## config.mk

```make
export PLATFORM = sky130hd
export DESIGN_NAME = skew_shift_buffer
export DESIGN_NICKNAME = d
export VERILOG_FILES = /design/src/rtl/skew_buf_pkg.sv /design/src/rtl/valid_popcount.sv /design/src/rtl/skew_shift_buffer.sv
export SDC_FILE = /design/constraint.sdc
export NUM_CORES = 1
export LEC_CHECK = 0
export ABC_AREA = 1
export CAP_MARGIN = 20
export CORE_UTILIZATION = 29
export DETAILED_ROUTE_END_ITERATION = 10
export MAX_ROUTING_LAYER = met4
export PLACE_DENSITY = 0.5
export SKIP_LAST_GASP = 1
export SLEW_MARGIN = 25
export SYNTH_ARGS = -nofsm -noshare
export SYNTH_HDL_FRONTEND = slang
export SYNTH_HIERARCHICAL = 1
export SYNTH_SLANG_ARGS = --single-unit
```

## constraint.sdc

```tcl
create_clock -name clk -period 3.35 [get_ports clk]
set_clock_uncertainty 0.05 [all_clocks]
set_input_delay 0.335 -clock clk [delete_from_list [all_inputs] [get_ports clk]]
set_output_delay 0.335 -clock clk [all_outputs]
set_load 0.01 [all_outputs]
```

## src/rtl/skew_buf_pkg.sv

```systemverilog
`default_nettype none
// ============================================================================
// Module      : skew_buf_pkg
// Description : Shared types and width helpers for the skew shift buffer.
// Revision    : 1.0 - initial release
// ============================================================================
package skew_buf_pkg;

    typedef enum logic [0:0] {
        IDLE  = 1'b0,
        DRAIN = 1'b1
    } state_t;

    // Slot index width; never narrower than one bit.
    function automatic int idx_width(input int depth);
        return (depth > 1) ? $clog2(depth) : 1;
    endfunction

    // Occupancy width must be able to represent the value DEPTH itself.
    function automatic int cnt_width(input int depth);
        return $clog2(depth + 1);
    endfunction

endpackage : skew_buf_pkg
`default_nettype wire

```

## src/rtl/valid_popcount.sv

```systemverilog
`default_nettype none
// ============================================================================
// Module      : valid_popcount
// Description : Counts the set bits of the slot valid vector.
// Revision    : 1.0 - initial release
// ============================================================================
module valid_popcount #(
    parameter int DEPTH = 7,
    parameter int CNT_W = 3
) (
    input  logic [DEPTH-1:0] valid,
    output logic [CNT_W-1:0] count
);

    always_comb begin
        count = '0;
        for (int k = 0; k < DEPTH; k++) begin
            count = count + CNT_W'(valid[k]);
        end
    end

endmodule : valid_popcount
`default_nettype wire

```

## src/rtl/skew_shift_buffer.sv

```systemverilog
`default_nettype none
// ============================================================================
// Module      : skew_shift_buffer
// Description : Load/shift operand buffer feeding one systolic-array edge,
//               with per-slot valid bits, occupancy flags and drain mode.
// Revision    : 1.0 - initial release
// ============================================================================
module skew_shift_buffer
    import skew_buf_pkg::*;
#(
    parameter int DATA_W = 8,
    parameter int DEPTH  = 7,
    parameter int IDX_W  = idx_width(DEPTH),
    parameter int CNT_W  = cnt_width(DEPTH)
) (
    input  logic                    clk,
    input  logic                    rst,
    input  logic                    load,
    input  logic [IDX_W-1:0]        load_idx,
    input  logic [DATA_W-1:0]       load_data,
    input  logic                    par_load,
    input  logic [DEPTH*DATA_W-1:0] par_data,
    input  logic                    shift,
    input  logic                    drain_start,
    output logic [DATA_W-1:0]       shift_out,
    output logic                    out_valid,
    output logic                    busy,
    output logic [CNT_W-1:0]        count,
    output logic                    empty,
    output logic                    full,
    output logic                    err
);

    logic [DATA_W-1:0] r_data [DEPTH];
    logic [DEPTH-1:0]  r_valid;
    state_t            r_state;
    logic [CNT_W-1:0]  r_count;
    logic              r_empty;
    logic              r_full;
    logic              r_err;

    logic [DATA_W-1:0] w_par_slot [DEPTH];
    logic [DATA_W-1:0] w_data_nxt [DEPTH];
    logic [DEPTH-1:0]  w_valid_nxt;
    state_t            w_state_nxt;
    logic [CNT_W-1:0]  w_count_nxt;
    logic              w_busy;
    logic              w_idx_bad;
    logic              w_do_shift;
    logic              w_err_nxt;

    for (genvar k = 0; k < DEPTH; k++) begin : g_par_slot
        assign w_par_slot[k] = par_data[k*DATA_W +: DATA_W];
    end

    assign w_busy     = (r_state == DRAIN);
    assign w_idx_bad  = load && (int'(load_idx) >= DEPTH);
    assign w_do_shift = w_busy || shift;
    assign w_err_nxt  = w_idx_bad || (w_busy && (load || par_load || drain_start));

    // Parallel load wins outright; otherwise shift first, then single load.
    always_comb begin
        w_data_nxt  = r_data;
        w_valid_nxt = r_valid;
        if (!w_busy && par_load) begin
            w_data_nxt  = w_par_slot;
            w_valid_nxt = '1;
        end else begin
            if (w_do_shift) begin
                for (int k = DEPTH - 1; k > 0; k--) begin
                    w_data_nxt[k] = r_data[k-1];
                end
                w_data_nxt[0] = '0;
                w_valid_nxt   = {r_valid[DEPTH-2:0], 1'b0};
            end
            if (!w_busy && load && !w_idx_bad) begin
                w_data_nxt[load_idx]  = load_data;
                w_valid_nxt[load_idx] = 1'b1;
            end
        end
    end

    always_comb begin
        w_state_nxt = r_state;
        case (r_state)
            IDLE:    if (drain_start && !r_empty) w_state_nxt = DRAIN;
            DRAIN:   if (w_valid_nxt == '0)       w_state_nxt = IDLE;
            default: w_state_nxt = IDLE;
        endcase
    end

    valid_popcount #(
        .DEPTH (DEPTH),
        .CNT_W (CNT_W)
    ) u_valid_popcount (
        .valid (w_valid_nxt),
        .count (w_count_nxt)
    );

    always_ff @(posedge clk or posedge rst) begin
        if (rst) begin
            r_state <= IDLE;
        end else begin
            r_state <= w_state_nxt;
        end
    end

    always_ff @(posedge clk or posedge rst) begin
        if (rst) begin
            for (int k = 0; k < DEPTH; k++) begin
                r_data[k] <= '0;
            end
            r_valid <= '0;
            r_count <= '0;
            r_empty <= 1'b1;
            r_full  <= 1'b0;
            r_err   <= 1'b0;
        end else begin
            r_data  <= w_data_nxt;
            r_valid <= w_valid_nxt;
            r_count <= w_count_nxt;
            r_empty <= (w_count_nxt == '0);
            r_full  <= (w_count_nxt == CNT_W'(DEPTH));
            r_err   <= w_err_nxt;
        end
    end

    assign shift_out = r_data[DEPTH-1];
    assign out_valid = r_valid[DEPTH-1];
    assign busy      = w_busy;
    assign count     = r_count;
    assign empty     = r_empty;
    assign full      = r_full;
    assign err       = r_err;

endmodule : skew_shift_buffer
`default_nettype wire

```

Word-level counts from Yosys, hierarchy flattened
Cells that the tools add are included.
- bits in registers: 70
- bits of input ports: 73
- output and inout bits: 16
- word-level logic and storage cells: 61
- add/sub/neg operators: 6
- magnitude comparators: 5
- eq/ne operators: 1
- mux-type cells: 16
- bitwise operators: 3
- reductions and logical operators: 17
- operators with widths (operator ; number):
    56-bit 2-to-1 mux ; 4
    56-bit bitwise mux ; 1
    7-bit 2-to-1 mux ; 4
    8-bit demux with 3-bit select ; 1
    3-bit by 1-bit adder with 3-bit output ; 5
    1-bit logical AND ; 8
    8-bit 2-to-1 mux ; 1
    7-bit zero test ; 1
    7-bit bitwise OR ; 1
    4-bit >= comparator (second input constant) ; 1
    1-bit logical OR ; 4
    3-bit by 4-bit < comparator with 1-bit output (second input constant) ; 1
    4-bit by 1-bit < comparator with 1-bit output (second input constant) ; 1
    3-bit inverter with 4-bit output ; 1
    1-bit demux with 3-bit select ; 1
    3-bit == test (second input constant) ; 1
    3-bit by 1-bit >= comparator with 1-bit output (second input constant) ; 1
    3-bit >= comparator (second input constant) ; 1
    1-bit zero test ; 3
    3-bit zero test ; 1
    1-bit 2-to-1 mux ; 3
    1-bit by 1-bit adder with 2-bit output ; 1
    1-bit one-hot mux with 2 select lines ; 1
    1-bit inverter ; 1

Depth between registers and ports, before layout
Gate-level depths: netlist (run 1).
- depth in word-level cells: 14
- mapped depth: 14
- depth with buffers taken out: 14

Cells and area by module
The synthesis (run 1) kept the hierarchy.
- by module, submodules not included (module ; instances ; cells an instance ; area each (µm²) ; seq. area each (µm²)):
    skew_shift_buffer ; 1 ; 568 ; 3913.8 ; 1752.9
    valid_popcount ; 1 ; 12 ; 110.1 ; 0.0

Least setup slack after synthesis (run 1)
OpenSTA, ideal clock, no wires.
- path type: flip-flop to flip-flop
- start point: register r_state, in the netlist busy
- end point: register r_full, in the netlist full
- library setup time: 0.120 ns
- data arrival time: 3.255 ns
- data required time: 3.180 ns
- slack: -0.074 ns
- cell stages (with the launch flop): 14
- buffers on the path: 1
- clock period less this slack: 3.424 ns
- cells stage by stage: dfrtp_1 > nor2_2 > nand2_4 > inv_1 > nand2_2 > buf_6 > nand3_1 > inv_1 > fa_1 > fa_1 > inv_1 > fa_1 > fa_1 > and3_1
- cells in the longest elaborated chain, start to end: 13
- elaborated cells on any way between the ends: 17
- classes of those cells: add/sub (6); eq/ne (1); mux (4); bitwise (1); reduce/logical (5)
- RTL lines (item ; RTL line ; RTL):
    start: declaration ; skew_shift_buffer.sv:36 ; state_t r_state;
    start signal: assignment ; skew_shift_buffer.sv:104 ; r_state <= w_state_nxt;
    1-bit logical OR ; skew_shift_buffer.sv:58 ; assign w_do_shift = w_busy || shift;
    7-bit 2-to-1 mux ; skew_shift_buffer.sv:69 ; if (w_do_shift) begin
    7-bit 2-to-1 mux ; skew_shift_buffer.sv:65 ; if (!w_busy && par_load) begin
    7-bit bitwise OR (no line) ; -- ;
    7-bit 2-to-1 mux ; skew_shift_buffer.sv:76 ; if (!w_busy && load && !w_idx_bad) begin
    7-bit 2-to-1 mux * ; skew_shift_buffer.sv:65 ;
    named net w_valid_nxt[0] ; skew_shift_buffer.sv:44 ; logic [DEPTH-1:0] w_valid_nxt;
    1-bit by 1-bit adder with 2-bit output * ; valid_popcount.sv:18 ; count = count + CNT_W'(valid[k]);
    3-bit by 1-bit adder with 3-bit output * (5 in a row) ; valid_popcount.sv:18 ;
    named net w_count_nxt[1] ; skew_shift_buffer.sv:46 ; logic [CNT_W-1:0] w_count_nxt;
    3-bit == test * ; skew_shift_buffer.sv:123 ; r_full <= (w_count_nxt == CNT_W'(DEPTH));
    end signal: assignment ; skew_shift_buffer.sv:123 ;
    end: declaration ; skew_shift_buffer.sv:39 ; logic r_full;
The timed path passes the listed nets; every way through them passes the cells marked *. The select of a mux whose other input is x is not followed.

Worst setup path in the final report (run 1)
- start point: input shift
- end point: register r_full, in the netlist full
- elaborated cells on any way between the ends: 13
- classes of those cells: add/sub (6); eq/ne (1); mux (4); bitwise (1); reduce/logical (1)
- RTL lines (item ; RTL line ; RTL):
    start: declaration ; skew_shift_buffer.sv:23 ; input logic shift,
    1-bit logical OR * ; skew_shift_buffer.sv:58 ;
    7-bit 2-to-1 mux * ; skew_shift_buffer.sv:69 ;
    7-bit 2-to-1 mux * ; skew_shift_buffer.sv:65 ;
    7-bit bitwise OR (no line) ; -- ;
    7-bit 2-to-1 mux * ; skew_shift_buffer.sv:76 ;
    7-bit 2-to-1 mux * ; skew_shift_buffer.sv:65 ;
    named net w_valid_nxt[3] ; skew_shift_buffer.sv:44 ;
    3-bit by 1-bit adder with 3-bit output * (4 in a row) ; valid_popcount.sv:18 ;
    named net w_count_nxt[1] ; skew_shift_buffer.sv:46 ;
    3-bit == test * ; skew_shift_buffer.sv:123 ;
Marks and branches as above.

==> results.sh, run 1 <==
export IMPL_status="completed"
export IMPL_drtPass1Iterations=4
export IMPL_slew_viol_final=0
export IMPL_synth_top_cell_by_area="dfrtp_1"
export IMPL_post_route_util_pct=40.88
export IMPL_layout_common_cells="nor2_1 (208), nand2_1 (103), clkdlybuf4s50_1 (84), dfrtp_1 (68)"
export IMPL_numCtsBuffers=9
export IMPL_drt_iter0_markers=244
export IMPL_grt_max_degree=113
export IMPL_min_from="load_idx[0]"
export IMPL_cts_clk_slew_worst_paths_ns=0.05
export IMPL_die_w_um=119.8
export IMPL_reg2reg_depth=13
export IMPL_numClockSinks=70
export IMPL_start_util_pct=30.03
export IMPL_placed_area_mm2=0.005125
export IMPL_clock_path_buffers=2
export IMPL_totalWireLength_mm=12.69
export IMPL_hpwl_mm=8.966
export IMPL_reg2reg_setup_slack_ns=0.09
export IMPL_setup_tns_final_ns=0
export IMPL_cp_top_family="adder cells"
export IMPL_path_cells="clkdlybuf4s50_1 -> inv_1 -> nand2_2 -> nand2_1 -> nand3_2 -> nor2_2 -> inv_2 -> inv_2 -> fa_1 -> fa_1 -> inv_2 -> fa_2 -> fa_1 -> and3_1"
export IMPL_ys_ff_latch=70
export IMPL_cp_slowest_stage_delay_ns=0.54
export IMPL_syn_area_mm2=0.004024
export IMPL_drive_above_1_share_pct=10.42
export IMPL_h_tree_depth=3
export IMPL_path_buf_inv=5
export IMPL_diodes=0
export IMPL_ys_warn_count=6
export IMPL_cp_depth=14
export IMPL_rsz0062_at_grt="true"
export IMPL_hold_path_depth=3
export IMPL_path_max_fanout=3
export IMPL_ant_nets=0
export IMPL_fin_crit_sh_pct=97.30
export IMPL_crit_required_ns=3.52
export IMPL_drv_cap=0
export IMPL_holdBufCountCts=0
export IMPL_netlist_top_cells_area="dfrtp_1 (43%), nor2_1 (20%), nand2_1 (9.9%)"
export IMPL_r2r_start="busy"
export IMPL_min_path_type="in2reg"
export IMPL_die_h_um=119.8
export IMPL_final_common_cell="nor2_1"
export IMPL_worstMarginPinSlew_ns=0.7594
export IMPL_ys_types=25
export IMPL_min_period_ns=3.260
export IMPL_reg2reg_to="full"
export IMPL_wl_per_cell_um=14.96
export IMPL_areaGrowthSynthToFinish_pct=36.13
export IMPL_power_density_mw_per_mm2=751.5
export IMPL_port_buffers=88
export IMPL_synth_seq_area_share_pct=43.56
export IMPL_cp_arrival_ns=3.43
export IMPL_fp_row_count=42
export IMPL_max_freq_mhz=306.8
export IMPL_drc=0
export IMPL_grt_pass1_wl_mm=20.82
export IMPL_cts_root_buffer="clkbuf_16"
export IMPL_grt_antenna_before_repair=0
export IMPL_postSynthCellCount=580
export IMPL_tritoncts="built"
export IMPL_setup_viol=0
export IMPL_vias_per_cell=4.663
export IMPL_slew_headroom_pct=49.37
export IMPL_syn_avg_cell_area_um2=6.938
export IMPL_ios=89
export IMPL_place_gp_congestion=0.8301
export IMPL_clock_latency_ns=0.34
export IMPL_synth_top_cell_area_share_pct=42.91
export IMPL_crit_type="in2reg"
export IMPL_overflow=0
export IMPL_fin_cells=848
export IMPL_grt_pass1_vias=4006
export IMPL_peakVddDrop_mv=0.6374
export IMPL_finalHoldViolations=0
export IMPL_cp_slowest_cell="clkdlybuf4s50_1"
export IMPL_finalNetCount=744
export IMPL_grt_total_usage_pct=19.28
export IMPL_p_leak_uw=0.002629
export IMPL_hold_end="err"
export IMPL_postLayoutCellArea_mm2=0.005478
export IMPL_coreArea_mm2=0.01340
export IMPL_crit_path_end_kind="flop"
export IMPL_place_inst=829
export IMPL_synthesis_nets=657
export IMPL_cp_start_kind="input port"
export IMPL_via_count=3954
export IMPL_die_area_mm2=0.01435
state kept, by name (all words and copies together) (netlist names):
signal	count
r_data	48
empty	1
r_valid	7
busy	1
count	3
full	1
shift_out	8
err	1
worst reg2reg max path, delay by kind of cell, from the launching register on:
family	cells	cell delay [ns]
adder cells (fa/ha/maj)	4	1.89
buffers and inverters	4	0.28
flip-flops	1	0.43
AND/OR/NAND/NOR	5	0.49
cell type report:
type	instances	area (µm²)
Inverter	39	148.9
Fill cell	1384	7923
Sequential cell	70	1754
Tap cell	176	220.2
Multi-Input combinational cell	437	1996
Clock buffer	16	281.5
Timing Repair Buffer	110	1077
cells by family (layout without fill, tap and decap cells):
| family | Yosys count | in the layout | synth area share [%] |
|---|---|---|---|
| AND/OR/NAND/NOR | 360 | 360 | 36.04 |
| AO/OA/AOI/OAI | 73 | 73 | 9.888 |
| flip-flops | 70 | 70 | 43.56 |
| buffers and inverters | 73 | 165 | 8.520 |
| adder cells (fa/ha/maj) | 4 | 4 | 1.990 |
where the power goes:
part	total (µW)	leakage, µW	internal (µW)	switching (µW)
Sequential	1440	0.000865	1230	205
Combinational	1770	0.00163	831	943
Clock	908	0.000137	563	345
Total	4120	0.00263	2620	1490
worst max path at each step:
stage | from | end | slack, ns
finish | shift | full | 0.09
global route | busy | full | -0.02
CTS | load | full | 0.04
detailed placement | load_idx[1] | full | -0.44
global placement | load_idx[1] | full | -0.37
floorplan | busy | full | 0.01
through the flow:
step                worst slack (ns)  total power (µW)  hold slack, ns
floorplan                    0.01086              2580          0.4290
global placement             -0.3740              3086          0.4699
detailed placement           -0.4416              3116          0.4700
CTS                          0.04278              4039          0.4198
global route                -0.02161              4461          0.3575
finish                       0.09033              4117          0.3434
synth_stat cells, drive strengths merged:
library cell	instances
nor2	217
nand2	110
dfrtp	69
inv	39
buf	31
o21ai	31
a31oi	25
nor3	18
a21oi	16
nand3	14
fa	4
clkbuf	3
and3	1
dfstp	1
o22ai	1
metal layers:
layer | vias to the layer above | share of wire (%) | global-route usage, % | wire, µm
li1 | 1984 | - | - | -
met1 | 1840 | 48 | 25.31 | 6051
met2 | 116 | 46 | 29.37 | 5789
met3 | 14 | 5.1 | 4.610 | 645
met4 | 0 | 1.6 | 5.938 | 201
met5 | - | 0 | - | 0
what timing repair did:
item                                    in CTS  in global routing
pin swaps                                    1                  9
endpoints found under the setup margin       2                  2
gates resized for setup                      2                 18
buffers inserted                             0                  3
Note: power is estimated with default switching activity, not from simulation.
==> run 2, diff against run 1 <==
--- a/config.mk
+++ b/config.mk
@@ -7,4 +7,5 @@
 export LEC_CHECK = 0
 export ABC_AREA = 1
+export ABC_CLOCK_PERIOD_IN_PS = 3350
 export CAP_MARGIN = 20
 export CORE_UTILIZATION = 29
==> constraint.sdc (replaced) <==
create_clock -name clk -period 3.35 [get_ports clk]
set_clock_uncertainty 0.05 [all_clocks]
set_input_delay 0.67 -clock clk [delete_from_list [all_inputs] [get_ports clk]]
set_output_delay 0.67 -clock clk [all_outputs]
set_load 0.01 [all_outputs]
==> results.sh, run 2 (synthesized netlist as in run 1, its figures left out) <==
export IMPL_crit_required_ns=3.52
export IMPL_p_leak_uw=0.002650
export IMPL_postLayoutCellArea_mm2=0.005517
export IMPL_status="completed"
export IMPL_start_util_pct=30.03
export IMPL_overflow=0
export IMPL_grt_pass1_vias=4185
export IMPL_cp_start_kind="input port"
export IMPL_slew_headroom_pct=48.48
export IMPL_grt_pass1_wl_mm=21.39
export IMPL_fill_cells=1398
export IMPL_place_gp_congestion=0.8268
export IMPL_min_period_ns=3.194
export IMPL_hpwl_mm=9.219
export IMPL_finalHoldViolations=0
export IMPL_setup_tns_final_ns=0
export IMPL_crit_type="in2reg"
export IMPL_fin_cells=853
export IMPL_clock_latency_ns=0.33
export IMPL_drive_above_1_share_pct=12.26
export IMPL_post_route_util_pct=41.17
export IMPL_cp_slowest_cell="fa_1"
export IMPL_reg2reg_depth=13
export IMPL_totalWireLength_mm=12.75
export IMPL_cts_root_buffer="clkbuf_16"
export IMPL_slew_viol_final=0
export IMPL_peakVddDrop_mv=0.3883
export IMPL_vias_per_cell=4.671
export IMPL_ios=89
export IMPL_via_count=3984
export IMPL_placed_area_mm2=0.005209
export IMPL_drtPass1Iterations=4
export IMPL_grt_antenna_before_repair=0
export IMPL_die_h_um=119.8
export IMPL_grt_total_usage_pct=19.60
export IMPL_drv_cap=0
export IMPL_port_buffers=88
export IMPL_power_density_mw_per_mm2=738.0
export IMPL_coreArea_mm2=0.01340
export IMPL_finalNetCount=749
export IMPL_multiInputGateArea_mm2=0.002016
export IMPL_regArea_mm2=0.001754
export IMPL_rsz0062_at_grt="false"
export IMPL_min_path_type="reg2reg"
export IMPL_max_freq_mhz=313.1
export IMPL_clock_path_buffers=2
export IMPL_layout_common_cells="nor2_1 (207), nand2_1 (103), clkdlybuf4s50_1 (82), dfrtp_1 (68), o21ai_0 (27)"
export IMPL_fin_crit_sh_pct=95.33
export IMPL_h_tree_depth=3
export IMPL_numClockSinks=70
export IMPL_regMostFlops="r_data"
export IMPL_place_inst=835
export IMPL_cp_endpoint="full"
export IMPL_cp_arrival_ns=3.36
export IMPL_path_max_fanout=4
export IMPL_cp_common_cell="fa_1"
export IMPL_crit_path_end_kind="flop"
export IMPL_largest_register_ffs=48
export IMPL_reg2reg_to="full"
export IMPL_worst_slack_ns=0.1563
export IMPL_fp_row_count=42
export IMPL_wl_per_cell_um=14.95
export IMPL_grt_max_degree=82
export IMPL_numCtsBuffers=9
export IMPL_cp_slowest_stage_delay_ns=0.49
export IMPL_r2r_start="busy"
export IMPL_drt_iter0_markers=151
export IMPL_reg2reg_setup_slack_ns=0.17
export IMPL_cts_clk_slew_worst_paths_ns=0.05
export IMPL_tritoncts="built"
export IMPL_die_w_um=119.8
export IMPL_ant_nets=0
export IMPL_drc=0
export IMPL_diodes=0
export IMPL_setup_viol=0
export IMPL_dp_slack_ns=-0.7419
export IMPL_crit_start="load_idx[0]"
export IMPL_worstMarginPinSlew_ns=0.7728
export IMPL_path_cells="clkdlybuf4s15_2 -> buf_6 -> inv_2 -> nand2_4 -> inv_4 -> nand2_4 -> nand3_2 -> inv_2 -> fa_1 -> fa_1 -> inv_1 -> fa_2 -> fa_1 -> and3_1"
export IMPL_holdBufCountCts=0
export IMPL_die_area_mm2=0.01435
export IMPL_areaGrowthSynthToFinish_pct=37.10
export IMPL_final_common_cell="nor2_1"
==> run 2: timing repair <==
action	CTS	global route
cloned	0	0
setup endpoints to repair	4	2
setup buffers	1	1
pin swaps	6	6
resized for setup	26	7
==> run 2: cell type report <==
| type | instances | area share (%) |
|---|---|---|
| well taps | 176 | 3.992 |
| clock inverters | 1 | 0.09072 |
| multi-input cells | 437 | 36.54 |
| repair buffers | 115 | 19.71 |
| clock buffers | 15 | 5.035 |
| inverters | 39 | 2.835 |
| flip-flops and latches | 70 | 31.80 |
==> run 2: stage by stage <==
stage	total power, µW	hold slack (ns)
after global placement	3116	0.4682
after floorplan	2601	0.4408
after global routing	4420	0.5291
after detailed placement	3144	0.4708
after CTS	4106	0.4858
final	4071	0.4851
==> run 2: how the worst min path moves through the flow <==
stage,depth (start not counted),start,endpoint
detailed placement,2,r_valid[0],r_valid[0]
CTS,2,r_valid[0],r_valid[0]
global placement,2,r_valid[0],r_valid[0]
floorplan,2,r_valid[0],r_valid[0]
global route,2,r_valid[0],r_valid[0]
finish,2,r_valid[0],r_valid[0]
==> run 2: worst max-delay path, delay by kind of cell <==
| kind | cells | cell delay (ns) |
|---|---|---|
| adders and majority gates | 4 | 1.79 |
| buffers and inverters | 6 | 0.56 |
| and+or+nand+nor | 4 | 0.33 |
==> run 2: layer usage <==
metal / vias to the layer above / track usage [%] / share of wire [%]
li1: 1995 / - / -
met1: 1863 / 26.66 / 49
met2: 114 / 30.82 / 46
met3: 12 / 2.519 / 4.2
met4: 0 / 5.234 / 1.0
met5: - / - / 0
==> run 2: power by group <==
group | leakage [µW] | switching (µW) | total, µW | internal (µW)
sequential | 0.000865 | 205 | 1440 | 1230
combinational | 0.00165 | 921 | 1720 | 797
clock | 0.000140 | 357 | 919 | 562
total | 0.00265 | 1480 | 4070 | 2590
